[src/rtl/pipe_ctrl_pkg.sv]
// Shared types and constants for the pipeline control-register chain.
package pipe_ctrl_pkg;

  // Stall timer states.
  typedef enum logic [0:0] {
    ST_IDLE  = 1'b0,
    ST_STALL = 1'b1
  } timer_state_e;

  // Width of the retired-instruction counter.
  localparam int RETIRE_W = 32;

  // Valid bit of a bubble; a bubble's control bundle is always all zeros.
  localparam logic BUBBLE_VALID = 1'b0;

  // An instruction leaves the last stage when it is valid, not held and not flushed.
  function automatic logic retire_fire(input logic valid, input logic hold, input logic flush);
    return valid & ~hold & ~flush;
  endfunction

endpackage

[src/rtl/ctrl_pipe_chain_if.sv]
// Upstream handshake between the control mux and stage 0 of the chain.
interface ctrl_pipe_chain_if #(
  parameter int CTRL_W = 8
) ();

  logic [CTRL_W-1:0] in_ctrl;
  logic              in_valid;
  logic              in_ready;

  // Source side: the control mux presents bundles and watches in_ready.
  modport master (
    output in_ctrl,
    output in_valid,
    input  in_ready
  );

  // Sink side: the pipeline chain consumes bundles and drives in_ready.
  modport slave (
    input  in_ctrl,
    input  in_valid,
    output in_ready
  );

endinterface

[src/rtl/stall_timer.sv]
// Multi-cycle stall timer for load-use interlocks: holds stage 0 for
// stall_len cycles starting the cycle after a request; requests while
// already stalling are ignored.
module stall_timer
  import pipe_ctrl_pkg::*;
#(
  parameter int LEN_W = 3
) (
  input  logic             clk,
  input  logic             reset,
  input  logic             stall_req,
  input  logic [LEN_W-1:0] stall_len,
  output logic             timer_busy
);

  timer_state_e     state_q;
  logic [LEN_W-1:0] cnt_q;
  logic             busy_q;

  // FSM with down-counter and registered busy flag.
  always_ff @(posedge clk) begin
    if (reset) begin
      state_q <= ST_IDLE;
      cnt_q   <= '0;
      busy_q  <= 1'b0;
    end else begin
      case (state_q)
        ST_IDLE: begin
          if (stall_req && (stall_len != '0)) begin
            cnt_q   <= stall_len;
            state_q <= ST_STALL;
            busy_q  <= 1'b1;
          end
        end
        ST_STALL: begin
          if (cnt_q == LEN_W'(1)) begin
            cnt_q   <= '0;
            state_q <= ST_IDLE;
            busy_q  <= 1'b0;
          end else begin
            cnt_q <= cnt_q - LEN_W'(1);
          end
        end
        default: begin
          state_q <= ST_IDLE;
          cnt_q   <= '0;
          busy_q  <= 1'b0;
        end
      endcase
    end
  end

  assign timer_busy = busy_q;

endmodule

[src/rtl/ctrl_pipe_chain.sv]
// Chain of pipeline control registers (ID/EX .. MEM/WB) carrying a control
// bundle and valid bit, with per-stage stall/flush, bubble insertion,
// a load-use stall timer and a retired-instruction counter.
module ctrl_pipe_chain
  import pipe_ctrl_pkg::*;
#(
  parameter int CTRL_W = 8,
  parameter int STAGES = 3,
  parameter int LEN_W  = 3
) (
  input  logic                       clk,
  input  logic                       reset,
  ctrl_pipe_chain_if.slave           in_if,
  input  logic [STAGES-1:0]          stall,
  input  logic [STAGES-1:0]          flush,
  input  logic                       stall_req,
  input  logic [LEN_W-1:0]           stall_len,
  output logic [STAGES*CTRL_W-1:0]   stage_ctrl,
  output logic [STAGES-1:0]          stage_valid,
  output logic                       timer_busy,
  output logic [RETIRE_W-1:0]        retired_count
);

  logic [STAGES-1:0]   stall_eff;
  logic [STAGES-1:0]   hold;
  logic                retire_w;
  logic [RETIRE_W-1:0] retired_q;

  stall_timer #(
    .LEN_W(LEN_W)
  ) u_timer (
    .clk        (clk),
    .reset      (reset),
    .stall_req  (stall_req),
    .stall_len  (stall_len),
    .timer_busy (timer_busy)
  );

  // The timer only ever stalls stage 0.
  always_comb begin
    stall_eff    = stall;
    stall_eff[0] = stall[0] | timer_busy;
  end

  // A stall freezes its own stage and every stage upstream of it.
  always_comb begin
    logic acc;
    acc  = 1'b0;
    hold = '0;
    for (int i = STAGES - 1; i >= 0; i--) begin
      acc     = acc | stall_eff[i];
      hold[i] = acc;
    end
  end

  assign in_if.in_ready = ~hold[0];

  for (genvar gi = 0; gi < STAGES; gi++) begin : g_stage
    logic              valid_q, valid_d;
    logic [CTRL_W-1:0] ctrl_q, ctrl_d;

    // Next-state selection: flush, then hold, then load from upstream.
    always_comb begin
      valid_d = valid_q;
      ctrl_d  = ctrl_q;
      if (flush[gi]) begin
        valid_d = BUBBLE_VALID;
        ctrl_d  = '0;
      end else if (!hold[gi]) begin
        if (gi == 0) begin
          valid_d = in_if.in_valid;
          ctrl_d  = in_if.in_valid ? in_if.in_ctrl : '0;
        end else if (hold[(gi == 0) ? 0 : gi - 1]) begin
          valid_d = BUBBLE_VALID;
          ctrl_d  = '0;
        end else begin
          valid_d = stage_valid[(gi == 0) ? 0 : gi - 1];
          ctrl_d  = stage_ctrl[((gi == 0) ? 0 : gi - 1) * CTRL_W +: CTRL_W];
        end
      end
    end

    // Stage register; a bubble always carries an all-zero bundle.
    always_ff @(posedge clk) begin
      if (reset) begin
        valid_q <= BUBBLE_VALID;
        ctrl_q  <= '0;
      end else begin
        valid_q <= valid_d;
        ctrl_q  <= ctrl_d;
      end
    end

    assign stage_valid[gi]                   = valid_q;
    assign stage_ctrl[gi*CTRL_W +: CTRL_W]   = ctrl_q;
  end

  assign retire_w = retire_fire(stage_valid[STAGES-1], hold[STAGES-1], flush[STAGES-1]);

  // Retired-instruction counter, wraps modulo 2^32.
  always_ff @(posedge clk) begin
    if (reset) begin
      retired_q <= '0;
    end else if (retire_w) begin
      retired_q <= retired_q + RETIRE_W'(1);
    end
  end

  assign retired_count = retired_q;

endmodule

[src/flat_wrapper.sv]
// flat-port wrapper written by rule: the top's interface ports become plain ports
module ctrl_pipe_chain_flat import pipe_ctrl_pkg::*;
#(
  parameter int CTRL_W = 8,
  parameter int STAGES = 3,
  parameter int LEN_W  = 3
)
  (clk, reset, stall, flush, stall_req, stall_len, stage_ctrl, stage_valid, timer_busy, retired_count, in_if_in_ctrl, in_if_in_valid, in_if_in_ready);
  ctrl_pipe_chain_if #(.CTRL_W(CTRL_W)) in_if_i ();
  input  logic clk;
  input  logic reset;
  input  logic [STAGES-1:0] stall;
  input  logic [STAGES-1:0] flush;
  input  logic stall_req;
  input  logic [LEN_W-1:0] stall_len;
  output logic [STAGES*CTRL_W-1:0] stage_ctrl;
  output logic [STAGES-1:0] stage_valid;
  output logic timer_busy;
  output logic [RETIRE_W-1:0] retired_count;
  input wire logic [$bits(in_if_i.in_ctrl)-1:0] in_if_in_ctrl;
  input wire logic [$bits(in_if_i.in_valid)-1:0] in_if_in_valid;
  output wire logic [$bits(in_if_i.in_ready)-1:0] in_if_in_ready;
  assign in_if_i.in_ctrl = in_if_in_ctrl;
  assign in_if_i.in_valid = in_if_in_valid;
  assign in_if_in_ready = in_if_i.in_ready;
  ctrl_pipe_chain #(.CTRL_W(CTRL_W), .STAGES(STAGES), .LEN_W(LEN_W)) u_core (.clk(clk), .reset(reset), .in_if(in_if_i), .stall(stall), .flush(flush), .stall_req(stall_req), .stall_len(stall_len), .stage_ctrl(stage_ctrl), .stage_valid(stage_valid), .timer_busy(timer_busy), .retired_count(retired_count));
endmodule
[config.mk]
export PLATFORM = sky130hd
export DESIGN_NAME = ctrl_pipe_chain_flat
export DESIGN_NICKNAME = d
export VERILOG_FILES = /design/src/rtl/pipe_ctrl_pkg.sv /design/src/rtl/ctrl_pipe_chain_if.sv /design/src/rtl/stall_timer.sv /design/src/rtl/ctrl_pipe_chain.sv /design/src/flat_wrapper.sv
export SDC_FILE = /design/constraint.sdc
export NUM_CORES = 1
export LEC_CHECK = 0
export CORE_UTILIZATION = 45
export CTS_CLUSTER_SIZE = 16
export DETAILED_ROUTE_END_ITERATION = 16
export PLACE_DENSITY = 0.76
export SYNTH_ARGS = -nofsm -noshare
export SYNTH_HDL_FRONTEND = slang
export SYNTH_SLANG_ARGS = --single-unit
export TNS_END_PERCENT = 10
[constraint.sdc]
create_clock -name clk -period 2.4 [get_ports clk]
set_clock_uncertainty 0.2 [all_clocks]
set_input_delay 0.36 -clock clk [delete_from_list [all_inputs] [get_ports clk]]
set_output_delay 0.36 -clock clk [all_outputs]
set_load 0.005 [all_outputs]
==> metrics.md <==
| Metric | Value |
|---|---|
| Status | `completed` |
| Comb power frac | `0.055` |
| Clk pin slew, worst setup/hold paths | `approximately 0.07 ns` |
| Net Sw Frac | `0.218` |
| Post-DRT Antenna Nets | `0` |
| Pin count of the biggest net entering global routing | `19` |
| Metal2 WL | `3460 µm` |
| Worst Setup Path Type | `input port to output port` |
| DR WL/cell | `14.5 µm` |
| Multi-input logic area | `around 0.0014 mm²` |
| DR pass1 iterations | `4` |
| Die span in x | `81.6 µm` |
| Number of flops mapped to enable cells by yosys | `0` |
| Crit. End Element | `output port` |
| Mapped Cells | `320` |
| Commonest cells after routing, fill and taps aside | `clkdlybuf4s50_1, dfxtp_1, nor2_1, a21oi_1, nand2_1` |
| Clock period minus final worst setup slack | `around 2.3 ns` |
| Top Family by Delay on Critical Path | `simple AND/OR/NAND/NOR gates` |
| Worst hold margin | `0.270 ns` |
| Drt total wl | `roughly 7100 µm` |
| Avg Cell Area, Syn | `8.91 µm²` |
| PortBufs | `81` |
| Diode count | `0` |
| Peak VDD IR | `between 0.4 and 0.5 mV` |
| Via count | `2749` |
| Post-synth net total | `344` |
| Met3 WL | `between 300 and 400 µm` |
| Top sig layer | `met4` |
| Setup_tns | `0 ns` |
| Layout overhead on the synthesized area | `40.0%` |
| Total gr overflow | `0` |
| Simple-Gate Fraction of Synth Area | `0.265` |
| Synth Area in Compound Gates | `0.175` |
| CTS tree | `yes` |
| Pint | `between 1500 and 2000 µW` |
| First-pass GRT wire length | `between 10000 and 15000 µm` |
| Ratio of cells with drive above 1 in the final layout | `0.107` |
| IO Pins | `82` |
| Vias in the first global route | `approximately 2400` |
| Post-cts hold buffer count | `0` |
| Final nets | `between 400 and 500` |
| CP Launch Type | `input port` |
| Post-CTS setup buffers | `0` |
| Rel. slew slack | `0.677` |
| Synth warn | `0` |
| Initial Util | `0.473` |
| Post-synth cell types | `42` |
| Power Total | `between 2000 and 2500 µW` |
| Die Ht | `approximately 82 µm` |
| CTS Sinks | `between 60 and 70` |
| Part of the power in registers | `0.484` |
| Slowest Stage Delay on Critical Path | `0.41 ns` |
| Gr usage total | `0.220` |
| Final period utilization | `0.950` |
| CTS buffer count | `9` |
| Routability-driven placement congestion ratio | `about 0.8` |
| Worst Path Arrival | `approximately 1.7 ns` |
| Wire length on met1 | `between 3000 and 4000 µm` |
| Leading cell type in the layout, fill and taps excluded | `clkdlybuf4s50_1` |
| Max-Cap Viols | `0` |
| DRC Markers | `0` |
| Min-delay worst type | `register to register` |
| Area of the die | `about 0.0067 mm²` |
| Critical path, cell by cell | `clkdlybuf4s50_1 -> or2_1 -> or3_4 -> clkinv_4 -> dlygate4sd2_1` |
| Register bit total from synthesis | `64` |
| Vias per cell | `5.63` |
| Post-CTS Resized | `2` |
| Synthesized area | `about 0.0029 mm²` |
| Max Slew Vio Count | `0` |
| Clock latency on the worst-skew pair | `approximately 0.34 ns` |
| Post-synthesis sequential area ratio | `0.449` |
| RSZ-0062 raised after global routing | `no` |
| DPL Wire Length | `5120 µm` |
| Sw power | `a little under 500 µW` |
| Req. time, crit path | `1.84 ns` |
| Asr flop ratio synth | `0` |
| Leak | `~0.0013 µW` |
| Main combinational cell family by area after synthesis | `simple AND/OR/NAND/NOR gates` |
| Core Rows | `28` |
| Adder-cell share of the synthesized area | `0.0132` |
| Fill cell count | `just over 500` |
| XOR/XNOR share of the synthesized area | `0.0276` |
| Post-synthesis mux area share | `0.0114` |
| Clock share of power | `0.461` |
| Initial antenna violation count | `0` |
| Register area | `between 0.001 and 0.0015 mm²` |
| H-tree Lvls | `3` |
| Core area | `0.00603 mm²` |
| DR iter-0 viols | `122` |
| Final Hold Vio Count | `0` |
| PwrDens | `around 560 mW/mm²` |
| Root buffer cell | `clkbuf_8` |
| Buf/Inv on CP | `3` |
| Final setup fails | `0` |
| CTS Buffer Depth | `2` |
| Worst Tran Pin Value | `between 0.4 and 0.5 ns` |
| Post-synth top flop | `dfxtp_1` |
| Slowest CP cell | `clkdlybuf4s50_1` |
| Fmax | `about 440 MHz` |
| CP max FO | `2` |
## cell usage after synthesis, drive strengths merged, types with 6 or more instances
cell / number / area [µm²]
or2: 6 / 37.5
o21ai: 6 / 30.0
inv: 6 / 22.5
a21oi: 32 / 164
a22oi: 18 / 135
buf: 18 / 121
nand3: 17 / 85.1
o31ai: 13 / 97.6
nand2: 20 / 77.6
or4: 12 / 90.1
and4: 6 / 52.6
nor2: 33 / 124
xor2: 8 / 70.1
nand4: 14 / 100
dfxtp: 64 / 1280
## cell type report
class	instances	share of cell area
Inverter	7	0.00783
Tap cell	75	0.0235
Timing Repair Buffer	99	0.240
Multi-Input combinational cell	227	0.353
Clock inverter	5	0.0201
Clock buffer	11	0.0354
Sequential cell	64	0.321
## stage by stage
step	setup WS [ns]	cell area [µm²]	util	std cells
floorplan	0.388	2850	-	320
global placement	-0.134	3770	0.625	472
detailed placement	-0.141	3770	0.625	472
CTS	0.118	3990	0.663	488
global route	0.0846	3990	0.663	488
finish	0.121	3990	0.663	488
## power by group through the flow
stage / Combinational, µW / Sequential [µW] / Clock [µW]
2_1_floorplan: 61.9 / 1100 / 0
3_3_place_gp: 121 / 1100 / 0
3_5_place_dp: 124 / 1100 / 0
4_1_cts: 124 / 1080 / 1050
5_1_grt: 137 / 1080 / 1110
6_report: 123 / 1080 / 1030
## routing by layer
layer	up-vias	track usage
li1	1363	-
met3	9	0.0667
met5	-	0
met2	60	0.377
met1	1317	0.263
met4	0	0.0684
## tightest hold or removal path: stages (launching register included)
cell,delay (ns)
dfxtp_1,0.32
nand2_1,0.06
a21oi_1,0.05
## logic make-up after synthesis
group,count (synthesis)
and+or+nand+nor,134
xor gates and xnor gates,9
buffers and inverters,29
DFF,64
AOI/OAI and AO/OA,78
adders and majority gates,3
muxes,3
## sequential cells by signal (all words and copies together) (netlist names)
name,cells
u_core.retired_count,32
u_core.g_stage.valid_q,3
u_core.u_timer.cnt_q,3
u_core.g_stage.ctrl_q,24
u_core.u_timer.state_q,1
u_core.u_timer.timer_busy,1
## final timing paths
check                                           start  cells past startpoint                                  endpoint  slack, ns
max                                          stall[1]                      5                            in_if_in_ready       0.12
min          u_core.g_stage[0].ctrl_q[4]$_SDFFE_PP0P_                      2  u_core.g_stage[0].ctrl_q[4]$_SDFFE_PP0P_       0.27
max reg2reg      u_core.retired_count[0]$_SDFFE_PP0P_                      6     u_core.retired_count[24]$_SDFFE_PP0P_       0.21
min reg2reg  u_core.g_stage[0].ctrl_q[4]$_SDFFE_PP0P_                      2  u_core.g_stage[0].ctrl_q[4]$_SDFFE_PP0P_       0.27
(Power assumes the default switching activity.)
